### src/rtl/axi4_slave_pkg.sv
// Types shared by the AXI4 slave channel controllers: burst kinds, response codes
// and write-controller states.
package axi4_slave_pkg;

    typedef enum logic [1:0] {
        FIXED = 2'b00,
        INCR  = 2'b01,
        WRAP  = 2'b10,
        RSVD  = 2'b11
    } burst_t;

    typedef enum logic [1:0] {
        OKAY   = 2'b00,
        EXOKAY = 2'b01,
        SLVERR = 2'b10,
        DECERR = 2'b11
    } resp_t;

    typedef enum logic [1:0] {
        IDLE = 2'b00,
        DATA = 2'b01,
        RESP = 2'b10
    } wctrl_state_t;

endpackage

### src/rtl/axi4_burst_addr_next.sv
// Next beat byte address for FIXED/INCR/WRAP bursts; shared by the read and write
// controllers.
module axi4_burst_addr_next
    import axi4_slave_pkg::*;
#(
    parameter int ADDR_WIDTH = 32,
    parameter int LEN_WIDTH  = 8
) (
    input  logic [ADDR_WIDTH-1:0] cur_addr,
    input  logic [2:0]            size,
    input  logic [LEN_WIDTH-1:0]  len,
    input  logic [1:0]            burst,
    output logic [ADDR_WIDTH-1:0] next_addr
);

    logic [ADDR_WIDTH-1:0] bytes;
    logic [ADDR_WIDTH-1:0] wrap_bytes;

    assign bytes      = ADDR_WIDTH'(1) << size;
    assign wrap_bytes = (ADDR_WIDTH'(len) + ADDR_WIDTH'(1)) << size;

    always_comb begin
        next_addr = cur_addr;
        case (burst_t'(burst))
            // Aligning down first makes an unaligned start land on the next size boundary
            INCR:    next_addr = (cur_addr & ~(bytes - ADDR_WIDTH'(1))) + bytes;
            WRAP:    next_addr = (cur_addr & ~(wrap_bytes - ADDR_WIDTH'(1)))
                               | ((cur_addr + bytes) & (wrap_bytes - ADDR_WIDTH'(1)));
            default: next_addr = cur_addr;
        endcase
    end

endmodule

### src/rtl/axi4_slave_write_burst_ctrl.sv
// AXI4 slave write-burst sequencer: takes W beats after the AW stage latched a request,
// drives a single-port memory write port and returns the B response.
//
//  state | meaning
//  IDLE  | waiting for aw_start, ctrl_busy low
//  DATA  | accepting W beats, wready high
//  RESP  | bvalid high until bready
module axi4_slave_write_burst_ctrl
    import axi4_slave_pkg::*;
#(
    parameter int ADDR_WIDTH = 32,
    parameter int DATA_WIDTH = 32,
    parameter int ID_WIDTH   = 4,
    parameter int LEN_WIDTH  = 8
) (
    input  logic                    clk,
    input  logic                    rst,
    input  logic                    aw_start,
    input  logic [ADDR_WIDTH-1:0]   aw_addr,
    input  logic [ID_WIDTH-1:0]     aw_id,
    input  logic [LEN_WIDTH-1:0]    aw_len,
    input  logic [2:0]              aw_size,
    input  logic [1:0]              aw_burst,
    output logic                    ctrl_busy,
    input  logic                    wvalid,
    input  logic [DATA_WIDTH-1:0]   wdata,
    input  logic [DATA_WIDTH/8-1:0] wstrb,
    input  logic                    wlast,
    output logic                    wready,
    output logic                    mem_we,
    output logic [ADDR_WIDTH-1:0]   mem_addr,
    output logic [DATA_WIDTH-1:0]   mem_wdata,
    output logic [DATA_WIDTH/8-1:0] mem_wstrb,
    output logic                    bvalid,
    output logic [ID_WIDTH-1:0]     bid,
    output logic [1:0]              bresp,
    input  logic                    bready
);

    localparam logic [2:0] MAX_SIZE = 3'($clog2(DATA_WIDTH / 8));

    wctrl_state_t          state_q, state_d;
    logic                  ctrl_busy_q, ctrl_busy_d;
    logic                  wready_q, wready_d;
    logic                  bvalid_q, bvalid_d;
    logic [ID_WIDTH-1:0]   bid_q, bid_d;
    logic [1:0]            bresp_q, bresp_d;
    logic                  err_q, err_d;
    logic [LEN_WIDTH-1:0]  beat_cnt_q, beat_cnt_d;
    logic [ADDR_WIDTH-1:0] cur_addr_q, cur_addr_d;
    logic [LEN_WIDTH-1:0]  len_q, len_d;
    logic [2:0]            size_q, size_d;
    logic [1:0]            burst_q, burst_d;

    logic                  beat;
    logic                  final_beat;
    logic                  decode_err;
    logic                  wrap_len_ok;
    logic [ADDR_WIDTH-1:0] next_addr;

    axi4_burst_addr_next #(
        .ADDR_WIDTH (ADDR_WIDTH),
        .LEN_WIDTH  (LEN_WIDTH)
    ) u_addr_next (
        .cur_addr  (cur_addr_q),
        .size      (size_q),
        .len       (len_q),
        .burst     (burst_q),
        .next_addr (next_addr)
    );

    assign wrap_len_ok = (aw_len == LEN_WIDTH'(1)) || (aw_len == LEN_WIDTH'(3))
                      || (aw_len == LEN_WIDTH'(7)) || (aw_len == LEN_WIDTH'(15));
    assign decode_err  = (burst_t'(aw_burst) == RSVD) || (aw_size > MAX_SIZE)
                      || ((burst_t'(aw_burst) == WRAP) && !wrap_len_ok);

    assign beat       = wvalid & wready_q;
    assign final_beat = (beat_cnt_q == len_q);

    always_comb begin
        state_d    = state_q;
        wready_d   = wready_q;
        bvalid_d   = bvalid_q;
        bid_d      = bid_q;
        bresp_d    = bresp_q;
        err_d      = err_q;
        beat_cnt_d = beat_cnt_q;
        cur_addr_d = cur_addr_q;
        len_d      = len_q;
        size_d     = size_q;
        burst_d    = burst_q;
        case (state_q)
            IDLE: begin
                if (aw_start) begin
                    state_d    = DATA;
                    wready_d   = 1'b1;
                    bid_d      = aw_id;
                    err_d      = decode_err;
                    beat_cnt_d = '0;
                    cur_addr_d = aw_addr;
                    len_d      = aw_len;
                    size_d     = aw_size;
                    burst_d    = aw_burst;
                end
            end
            DATA: begin
                if (beat) begin
                    beat_cnt_d = beat_cnt_q + LEN_WIDTH'(1);
                    cur_addr_d = next_addr;
                    if (final_beat) begin
                        state_d  = RESP;
                        wready_d = 1'b0;
                        bvalid_d = 1'b1;
                        err_d    = err_q | ~wlast;
                        bresp_d  = (err_q | ~wlast) ? SLVERR : OKAY;
                    end else if (wlast) begin
                        err_d = 1'b1;
                    end
                end
            end
            RESP: begin
                if (bready) begin
                    state_d  = IDLE;
                    bvalid_d = 1'b0;
                end
            end
            default: state_d = IDLE;
        endcase
        ctrl_busy_d = (state_d != IDLE);
    end

    always_ff @(posedge clk) begin
        if (rst) begin
            state_q     <= IDLE;
            ctrl_busy_q <= 1'b0;
            wready_q    <= 1'b0;
            bvalid_q    <= 1'b0;
            bid_q       <= '0;
            bresp_q     <= '0;
            err_q       <= 1'b0;
            beat_cnt_q  <= '0;
            cur_addr_q  <= '0;
            len_q       <= '0;
            size_q      <= '0;
            burst_q     <= '0;
        end else begin
            state_q     <= state_d;
            ctrl_busy_q <= ctrl_busy_d;
            wready_q    <= wready_d;
            bvalid_q    <= bvalid_d;
            bid_q       <= bid_d;
            bresp_q     <= bresp_d;
            err_q       <= err_d;
            beat_cnt_q  <= beat_cnt_d;
            cur_addr_q  <= cur_addr_d;
            len_q       <= len_d;
            size_q      <= size_d;
            burst_q     <= burst_d;
        end
    end

    assign ctrl_busy = ctrl_busy_q;
    assign wready    = wready_q;
    assign bvalid    = bvalid_q;
    assign bid       = bid_q;
    assign bresp     = bresp_q;
    assign mem_we    = beat & ~err_q;
    assign mem_addr  = cur_addr_q;
    assign mem_wdata = wdata;
    assign mem_wstrb = wstrb;

endmodule

### config.mk
export PLATFORM = sky130hd
export DESIGN_NAME = axi4_slave_write_burst_ctrl
export DESIGN_NICKNAME = d
export VERILOG_FILES = /design/src/rtl/axi4_slave_pkg.sv /design/src/rtl/axi4_burst_addr_next.sv /design/src/rtl/axi4_slave_write_burst_ctrl.sv
export SDC_FILE = /design/constraint.sdc
export NUM_CORES = 1
export LEC_CHECK = 0
export BUFFER_PORTS_ARGS = -buffer_cell sky130_fd_sc_hd__buf_2
export CAP_MARGIN = 20
export CORE_UTILIZATION = 30
export DETAILED_ROUTE_END_ITERATION = 6
export PLACE_DENSITY = 0.59
export SYNTH_ARGS = -nofsm -noshare
export SYNTH_HDL_FRONTEND = slang
export SYNTH_SLANG_ARGS = --single-unit
### constraint.sdc
create_clock -name clk -period 3.7 [get_ports clk]
set_input_delay 0.74 -clock clk [delete_from_list [all_inputs] [get_ports clk]]
set_output_delay 0.74 -clock clk [all_outputs]
set_load 0.02 [all_outputs]
Word level (Yosys, flattened, before mapping)
Index checks and enable logic that the tools add are counted.
Word-level totals
  bits in registers: 65
  input bits: 91
  output and inout port bits: 78
  word-level logic and storage cells: 93
Operators by class
  add/sub/neg operators: 6
  magnitude comparators: 1
  eq/ne operators: 17
  shifts and indexed selects: 2
  mux-type cells: 26
  bitwise gates (word level): 11
  reductions and logical operators: 18
Operators by type and width (count)
  32-bit case mux with 2 select lines: 2
  32-bit bitwise AND: 3
  32-bit adder: 2
  32-bit two-way mux: 2
  32-bit NOT: 2
  32-bit by 1-bit subtractor with 32-bit output, second input constant: 2
  32-bit OR: 1
  1-bit by 3-bit left shift with 32-bit output, first input constant: 1
  32-bit by 3-bit left shift with 32-bit output: 1
  8-bit two-way mux: 2
  8-bit case mux with 2 select lines: 1
  4-bit AND reduction: 4
  1-bit two-way mux: 10
  2-bit two-way mux: 5
  8-bit by 1-bit adder with 9-bit output, second input constant: 1
  8-bit by 1-bit adder with 8-bit output, second input constant: 1
  2-bit == test, second input constant: 4
  8-bit by 1-bit == test with 1-bit output, second input constant: 1
  8-bit by 2-bit == test with 1-bit output, second input constant: 1
  8-bit by 3-bit == test with 1-bit output, second input constant: 1
  8-bit by 4-bit == test with 1-bit output, second input constant: 1
  8-bit == test: 1
  2-bit inequality test, second input constant: 4
  1-bit case mux with 2 select lines: 3
  other kinds (15): 25

Depth between registers and ports, before layout
Gate-level depths: netlist of the first run.
  depth after elaboration: 9
  gate-level depth with buffers: 17
  gate-level depth less buffers: 14

Cells and area by module
From an unflattened synthesis of the first run, not the netlist that was laid out.
Unflattened totals
  cell total of the unflattened synthesis: 988
  area total of the unflattened synthesis: 6896.6 µm²
By module, submodules not included
  axi4_burst_addr_next: instances 1, cells an instance 601, area each 3837.4 µm²
  axi4_slave_write_burst_ctrl: instances 1, cells an instance 387, area each 3059.2 µm²

Worst setup path before layout of the first run
Ideal clock, no wire load.
  kind: flip-flop to flip-flop
  from: register size_q[1]
  to: register (tool-made name)
  arrival: 3.278 ns
  path slack: 0.289 ns
  stages on the path, launching flop included: 15
  clock period less this slack: 3.411 ns
  path through: dfxtp_1 > buf_4 > nor3_1 > ha_1 > inv_1 > fa_1 > nor2b_1 > nand3b_1 > a31oi_1 > o21a_1 > o211ai_1 > or2_2 > or4_1 > nand3_1 > a21oi_1
RTL lines
  start, declared: RTL line axi4_slave_write_burst_ctrl.sv:52  | logic [2:0] size_q, size_d;
  start signal, assigned: RTL line axi4_slave_write_burst_ctrl.sv:157  | size_q <= size_d;

==> results.toml, run 1 <==
[placement]
dp.final_hpwl_mm = 17.7
finalWeightedCongestion = 0.893
numPlacedInstances = 1278
postPlaceCellArea_um2 = 7370
port_buffers = 95

[cells_and_area]
regArea_um2 = 1280
diodes = 0
layout.nets = 1117
finalInstanceArea_um2 = 7720
area_growth_pct = 13.4
finalCoreUtilization = 0.350
final.fill_count = 2376
combined_area_of_the_multi_input_logic_cells_um2 = 4830
final_layout_size_suffix_gt1_frac = 0.196
stdcell_count = 1294

[timing]
fmax_mhz = 292
finClkSkew_ns = 0.00691
rsz_0062_raised_after_global_routing = "no"
worst_slew_margin_rel = 0.524
finalMaxSlewViolations = 0
fin_crit_sh = 0.926
timing.final.hold_violations = 0
actual_transition_at_the_worst_max_transition_pin_ns = 0.707
finalSetupTns_ns = 0
final.min_clock_period_ns = 3.43
setup_viol = 0

[drt]
detail_route_antenna_nets = 0
drt-total-wl_mm = 24.0
detailed_route_wire_length_per_cell_um = 18.5
detail_route.vias_per_cell = 5.78
dr_total_vias = 7482
drtIter0Drc = 650
number_of_design_rule_violations_left_after_detail_routing = 8
firstDrtPassIters = 7

[worst_setup_path]
critical_path.startpoint_type = "flip-flop"
slowest_stage = "or4_1"
worstPathArrival_ns = 3.64
endpoint_kind = "flip-flop"
timing.reg2reg.worst_path_depth = 13
cp_top_family = "simple AND/OR/NAND/NOR gates"
crit_path_cell_trace = "nor3_2, ha_1, inv_1, fa_1, nor2b_1, nand3b_1, a31oi_1, o21a_1, o211ai_1, or2_2, or4_1, nand3_1, a21oi_1"
slowest_delay_ns = 0.48
worstPathMaxFanout = 7
worst-path-stages = 13
critPathLaunch = "size_q[0]"
regToRegStartpoint = "size_q[0]"
critical_path_start_end_classification = "reg -> reg"
cp_num_buf_inv = 1
data_required_time_at_the_worst_endpoint_ns = 3.91

[min_path]
worst_min_delay_path_class = "reg -> reg"
worst_hold_path.num_cells = 2
holdCritStartpoint = "bid[2]"

[power]
vdd.ir_drop.worst_mv = 0.167
powerDensity_nw_per_um2 = 343
leakagePower_nw = 2.85
design_power_total_mw = 2.65

[clocking]
cts.sinks = 64
clk_path_buf_depth = 2
cts_tree = "built"
cts-htree-levels = 3
clkSlewWorstSetupHoldPaths_ns = 0.06
cts_root_buffer_type = "clkbuf_16"
cts_made_buffers = 9
postCtsHoldBufs = 0
clock_insertion_delay_worst_skew_ns = 0.34

[run_status]
status = "complete, but fails checks"
violations = "design-rule violations"

[floorplan]
die_width_um = 153
dieHeight_um = 153
initial_utilization = 0.309
floorplan.io_pins = 169
std_cell_rows = 54
fp.dieArea_um2 = 23300
core_area_um2 = 22000

[global_routing]
grt_antenna_before_repair = 0
grt-ovfl-total = 0
first_pass_grt_wire_length_mm = 38.5
grt_start_max_net_pins = 43
first_global_vias = 7207
track_usage = 0.206

[run]
maxCapViolations = 0

[logic_synthesis]
post_synthesis_instance_total = 966
post_synth_num_cell_types = 88
synth_ff_type = "dfxtp_1"
synth_warnings = 0
fraction_of_registers_with_async_set_reset = 0
postSynthNetCount = 1074
synth_seq_area_share = 0.188
syn_avg_cell_area_um2 = 7.04
yosys_reg_bits = 64
cell_area_after_synthesis_um2 = 6800
post_synth_edffs = 0
## repair_timing
action	CTS	global route
setup buffers	0	0
setup endpoints to repair	0	12
resized for setup	0	7
## power breakdown
group | leakage (nW) | total [mW] | internal [mW] | switching (mW)
Sequential | 0.525 | 0.835 | 0.740 | 0.0958
Clock | 0.157 | 0.974 | 0.599 | 0.375
Combinational | 2.17 | 0.837 | 0.315 | 0.523
Total | 2.85 | 2.65 | 1.65 | 0.993
## cell usage after synthesis (19+ instances only)
cell type	count	area share
nor3_1	38	0.028
xnor2_1	37	0.048
a31oi_1	19	0.017
buf_4	43	0.047
clkbuf_1	45	0.025
nand3_1	37	0.027
nor2_1	79	0.044
dfxtp_1	64	0.19
o21ai_0	66	0.049
inv_1	23	0.013
nand2_1	96	0.053
a21oi_1	79	0.058
## logic make-up after synthesis
| logic type | share of synthesized area |
|---|---|
| xor+xnor | 0.0669 |
| other cells | 0.000551 |
| flops | 0.188 |
| buf+inv | 0.105 |
| fa+ha+maj | 0.0353 |
| compound gates | 0.309 |
| simple gates | 0.284 |
| mux | 0.0120 |
## through the flow
step | hold slack, ns | setup slack [ns]
global route | 0.483 | 0.0110
finish | 0.461 | 0.274
global placement | 0.441 | 0.280
floorplan | 0.453 | 0.289
CTS | 0.461 | 0.193
detailed placement | 0.451 | 0.227
## final timing paths
| check | endpoint | slack [ns] |
|---|---|---|
| worst min-delay path | bid[2] | 0.46 |
| worst max register to register | flip-flop | 0.27 |
| worst min register to register | bid[2] | 0.46 |
| worst max-delay path | flip-flop | 0.27 |
## tightest hold or removal path, cell delays in order, from the launching register on
cell and delay [ns]:
dfxtp_1 0.31, nand2_1 0.05, a21oi_1 0.06
## per-layer routing
layer | GRT usage | share of wire | wire [µm] | up-vias
li1 | - | - | - | 3623
met1 | 0.277 | 0.46 | 11000 | 3505
met3 | 0.0512 | 0.091 | 2180 | 32
met5 | 0 | 0 | 0 | -
met4 | 0.0616 | 0.015 | 348 | 0
met2 | 0.322 | 0.44 | 10500 | 322
## placed cells by master, fill, tap and decap left out, types with 23 or more instances in the layout
cell type   n
xnor2_1    37
nor3_1     37
a21oi_1    79
nand2_1    96
o21ai_0    65
inv_1      23
buf_2      95
dfxtp_1    61
buf_4      46
nor2_1     79
nand3_1    37
## area by class of cell
| type | instances | area share |
|---|---|---|
| multi-input cells | 769 | 0.627 |
| flip-flops and latches | 64 | 0.167 |
| repair buffers | 142 | 0.108 |
| well taps | 280 | 0.0454 |
| clock buffers | 9 | 0.0292 |
| clock inverters | 7 | 0.0133 |
| inverters | 23 | 0.0112 |
Power figures use the tool's default switching activity.
==> run 2: changes to the inputs <==
--- a/config.mk
+++ b/config.mk
@@ -10,6 +10,7 @@
 export CORE_UTILIZATION = 30
 export DETAILED_ROUTE_END_ITERATION = 6
 export PLACE_DENSITY = 0.59
+export RECOVER_POWER = 50
 export SYNTH_ARGS = -nofsm -noshare
 export SYNTH_HDL_FRONTEND = slang
 export SYNTH_SLANG_ARGS = --single-unit
==> results.toml, run 2 (same netlist as run 1, synthesis figures left out) <==
[drt]
number_of_design_rule_violations_left_after_detail_routing = 8
detailed_route_wire_length_per_cell_um = 18.5
drt-total-wl_mm = 23.9
detail_route.vias_per_cell = 5.81
dr_total_vias = 7517
firstDrtPassIters = 7
detail_route_antenna_nets = 0
drtIter0Drc = 668

[worst_setup_path]
slowest_delay_ns = 0.48
data_required_time_at_the_worst_endpoint_ns = 3.92
cp_top_family = "simple AND/OR/NAND/NOR gates"
worstPathArrival_ns = 3.65
worstPathMaxFanout = 7
endpoint_kind = "flip-flop"
critical_path.startpoint_type = "flip-flop"
cp_num_buf_inv = 1
crit_path_cell_trace = "nor3_2, ha_1, inv_1, fa_1, nor2b_1, nand3b_1, a31oi_1, o21a_1, o211ai_1, or2_2, or4_1, nand3_1, a21oi_1"
critical_path_start_end_classification = "reg -> reg"
slowest_stage = "or4_1"

[placement]
dp.final_hpwl_mm = 17.7
port_buffers = 95
finalWeightedCongestion = 0.893
postPlaceCellArea_um2 = 7370

[timing]
final.min_clock_period_ns = 3.43
rsz_0062_raised_after_global_routing = "no"
fin_crit_sh = 0.928
finalMaxSlewViolations = 37
finClkSkew_ns = 0.00758
actual_transition_at_the_worst_max_transition_pin_ns = 1.78
timing.final.hold_violations = 0
fmax_mhz = 291
setup_viol = 0
finalSetupTns_ns = 0
worst_slew_margin_rel = -0.185
worst_hold_slack_across_all_endpoints_ns = 0.463

[floorplan]
initial_utilization = 0.309
die_width_um = 153
floorplan.io_pins = 169
dieHeight_um = 153
core_area_um2 = 22000
fp.dieArea_um2 = 23300
std_cell_rows = 54

[run_status]
status = "complete, but fails checks"
violations = "design-rule violations, max-capacitance violations, max-slew violations"

[global_routing]
grt_antenna_before_repair = 0
first_global_vias = 7207
track_usage = 0.206
first_pass_grt_wire_length_mm = 38.5
grt_start_max_net_pins = 43
grt-ovfl-total = 0

[cells_and_area]
layout.nets = 1117
combined_area_of_the_multi_input_logic_cells_um2 = 4830
most-common-layout-cells = "nand2_1 (96), buf_2 (83), nor2_1 (79), a21oi_1 (79), o21ai_0 (65)"
final.fill_count = 2385
final_layout_size_suffix_gt1_frac = 0.183
final_common_cell = "nand2_1"
diodes = 0
area_growth_pct = 13.1
regArea_um2 = 1280
finalInstanceArea_um2 = 7700

[clocking]
cts_made_buffers = 9
cts-htree-levels = 3
cts_root_buffer_type = "clkbuf_16"
postCtsHoldBufs = 0
clkSlewWorstSetupHoldPaths_ns = 0.06
post_cts.repair.setup_buffers = 0
cts_tree = "built"
clock_insertion_delay_worst_skew_ns = 0.35
cts_resized = 0
clk_path_buf_depth = 2
cts.sinks = 64

[run]
maxCapViolations = 1

[power]
vdd.ir_drop.worst_mv = 0.166
powerDensity_nw_per_um2 = 343
leakagePower_nw = 2.80

[min_path]
worst_min_delay_path_class = "reg -> reg"
## run 2: changes by cell type in the layout (fill, tap and decap cells not counted), sizes merged
cell / previous run / this run
clkbuf: 9 / 22
buf: 142 / 129
## run 2: area by class of cell
class | instances | share of cell area
Multi-Input combinational cell | 769 | 0.628
Clock inverter | 7 | 0.0133
Clock buffer | 9 | 0.0293
Tap cell | 280 | 0.0455
Sequential cell | 64 | 0.167
Timing Repair Buffer | 142 | 0.106
Inverter | 23 | 0.0112
## run 2: worst register-to-register path, stage by stage (launching register included)
cell      delay [ns]
dfxtp_1         0.38
nor3_2          0.25
ha_1            0.23
inv_1           0.08
fa_1            0.38
nor2b_1         0.16
nand3b_1        0.22
a31oi_1         0.27
o21a_1          0.23
o211ai_1        0.12
or2_2           0.34
or4_1           0.48
nand3_1         0.10
a21oi_1         0.07
## run 2: final timing paths
path | startpoint | to | cells after the start | slack, ns
worst max-delay path | size_q[0] | flip-flop | 13 | 0.27
worst min-delay path | bid[2] | bid[2] | 2 | 0.46
worst max register to register | size_q[0] | flip-flop | 13 | 0.27
worst min register to register | bid[2] | bid[2] | 2 | 0.46
## run 2: metal layers
metal / track usage / part of all wire / vias up
met3: 0.0512 / 0.097 / 35
met4: 0.0616 / 0.015 / 0
met1: 0.277 / 0.45 / 3484
met5: 0 / 0 / -
met2: 0.322 / 0.44 / 369
li1: - / - / 3629
## run 2: power breakdown
| group | internal [mW] | leakage (nW) | switching, mW |
|---|---|---|---|
| combinational | 0.312 | 2.11 | 0.523 |
| sequential | 0.740 | 0.525 | 0.0961 |
| clock | 0.599 | 0.157 | 0.375 |
| total | 1.65 | 2.80 | 0.994 |
## run 2: per-stage QoR
stage               setup WS [ns]  power (mW)  instances   util
finish                      0.267        2.64       1294  0.349
global route               0.0111        2.78       1294  0.349
CTS                         0.193        2.65       1294  0.349
detailed placement          0.227        1.67       1278  0.334
global placement            0.280        1.66       1278  0.334
floorplan                   0.289        1.45        966      -
==> run 3: changes to the inputs <==
--- a/config.mk
+++ b/config.mk
@@ -7,9 +7,9 @@
 export LEC_CHECK = 0
 export BUFFER_PORTS_ARGS = -buffer_cell sky130_fd_sc_hd__buf_2
 export CAP_MARGIN = 20
-export CORE_UTILIZATION = 30
+export CORE_UTILIZATION = 49
 export DETAILED_ROUTE_END_ITERATION = 6
-export PLACE_DENSITY = 0.59
+export PLACE_DENSITY = 0.86
 export RECOVER_POWER = 50
 export SYNTH_ARGS = -nofsm -noshare
 export SYNTH_HDL_FRONTEND = slang
==> constraint.sdc (replaced) <==
create_clock -name clk -period 2.95 [get_ports clk]
set_input_delay 0.59 -clock clk [delete_from_list [all_inputs] [get_ports clk]]
set_output_delay 0.59 -clock clk [all_outputs]
set_load 0.02 [all_outputs]
==> results.toml, run 3 (same netlist as run 1, synthesis figures left out) <==
[clocking]
cts_root_buffer_type = "clkbuf_16"
clkSlewWorstSetupHoldPaths_ns = 0.06
cts-htree-levels = 3
clock_insertion_delay_worst_skew_ns = 0.36
cts_made_buffers = 9
clk_path_buf_depth = 2
cts.sinks = 64
cts_tree = "built"

[worst_setup_path]
cp_top_family = "simple AND/OR/NAND/NOR gates"
cp_num_buf_inv = 2
slowest_delay_ns = 0.43
timing.critical_path.mode_cell = "a21oi_1"
slowest_stage = "a221oi_4"
crit_path_cell_trace = "ha_4, buf_6, buf_4, and3_1, nand2_2, mux2i_4, a221oi_4, o21ai_2, nor3_2, nand2_1, a21oi_1, ha_1, nor2_1, a221oi_1, or3_1, a21oi_1"
worstPathArrival_ns = 3.49
critical_path.startpoint_type = "flip-flop"
data_required_time_at_the_worst_endpoint_ns = 3.24
endpoint_kind = "flip-flop"
critical_path_start_end_classification = "reg -> reg"
worstPathMaxFanout = 7

[drt]
drt-total-wl_mm = 30.5
drtIter0Drc = 2001
number_of_design_rule_violations_left_after_detail_routing = 192
detail_route.vias_per_cell = 7.03
dr_total_vias = 9340
detail_route_antenna_nets = 0
firstDrtPassIters = 7
detailed_route_wire_length_per_cell_um = 22.9

[cells_and_area]
final_common_cell = "buf_4"
final_layout_size_suffix_gt1_frac = 0.389
area_growth_pct = 39.4
finalCoreUtilization = 0.708
diodes = 0
stdcell_count = 1329
layout.nets = 1257
most-common-layout-cells = "buf_4 (166), buf_2 (95), nand2_1 (93), a21oi_1 (74), nor2_1 (68)"

[timing]
actual_transition_at_the_worst_max_transition_pin_ns = 0.858
finalMaxSlewViolations = 0
rsz_0062_raised_after_global_routing = "yes"
fin_crit_sh = 1.08
setup_viol = 23
timing.final.hold_violations = 0
worst_slew_margin_rel = 0.428
finalSetupTns_ns = -2.90
final.min_clock_period_ns = 3.20
finClkSkew_ns = 0.0107
fmax_mhz = 312
setup_ws_final_ns = -0.251

[global_routing]
first_pass_grt_wire_length_mm = 42.6
grt_start_max_net_pins = 36
first_global_vias = 8626
track_usage = 0.372
grt_antenna_before_repair = 0
grt-ovfl-total = 0

[floorplan]
fp.dieArea_um2 = 14400
die_width_um = 120
core_area_um2 = 13400
dieHeight_um = 120
std_cell_rows = 42
initial_utilization = 0.508
floorplan.io_pins = 169

[min_path]
worst_min_delay_path_class = "in -> reg"

[run_status]
status = "complete, but fails checks"
violations = "design-rule violations, negative setup slack"

[power]
vdd.ir_drop.worst_mv = 0.472
leakagePower_nw = 3.67
design_power_total_mw = 3.67
powerDensity_nw_per_um2 = 387

[placement]
placement.setup.worst_slack_ns = -0.246
dp.final_hpwl_mm = 18.4
finalWeightedCongestion = 0.983
port_buffers = 95
numPlacedInstances = 1282

[run]
maxCapViolations = 0
run 3: worst paths after layout:
kind | from | end | slack, ns | depth (start not counted)
worst min register to register | bid[1] | bid[1] | 0.46 | 2
worst min-delay path | bready | bvalid | 0.45 | 2
worst max-delay path | len_q[0] | flip-flop | -0.25 | 16
worst max register to register | len_q[0] | flip-flop | -0.25 | 16
run 3: layout make-up:
class	instances	area, µm²
inverter	23	86.3
timing repair buffer	282	1980
fill	941	3920
clock buffer	9	225
sequential	64	1310
multi-input combinational	769	5590
tap	176	220
clock inverter	6	70.1
run 3: per-stage QoR:
step / hold WS [ns] / cell area, µm²
6_report: 0.453 / 9490
3_5_place_dp: 0.452 / 8220
4_1_cts: 0.454 / 8800
2_1_floorplan: 0.453 / 7010
3_3_place_gp: 0.439 / 8220
5_1_grt: 0.466 / 9490
run 3: timing repair:
item | CTS | global route
hold endpoints to repair | 0 | 0
setup buffers | 9 | 24
hold buffers | 0 | 0
pin swaps | 23 | 56
cloned | 0 | 0
setup endpoints to repair | 23 | 26
gates resized for setup | 49 | 122
run 3: metal layers:
layer	part of all wire	vias up	GRT usage
met2	0.43	879	0.597
met1	0.34	4217	0.446
li1	-	3906	-
met5	0	-	0
met3	0.15	338	0.109
met4	0.082	0	0.200
run 3: power breakdown:
part	internal, mW	switching, mW
Combinational	0.622	0.885
Sequential	0.926	0.112
Clock	0.654	0.474
Total	2.20	1.47
run 3: worst reg2reg max path, cell delays in order, from the launching register on:
cell and delay (ns):
dfxtp_4 0.36, ha_4 0.17, buf_6 0.13, buf_4 0.14, and3_1 0.20, nand2_2 0.09, mux2i_4 0.12, a221oi_4 0.43
o21ai_2 0.12, nor3_2 0.22, nand2_1 0.09, a21oi_1 0.13, ha_1 0.26, nor2_1 0.09, a221oi_1 0.08, or3_1 0.39
a21oi_1 0.12
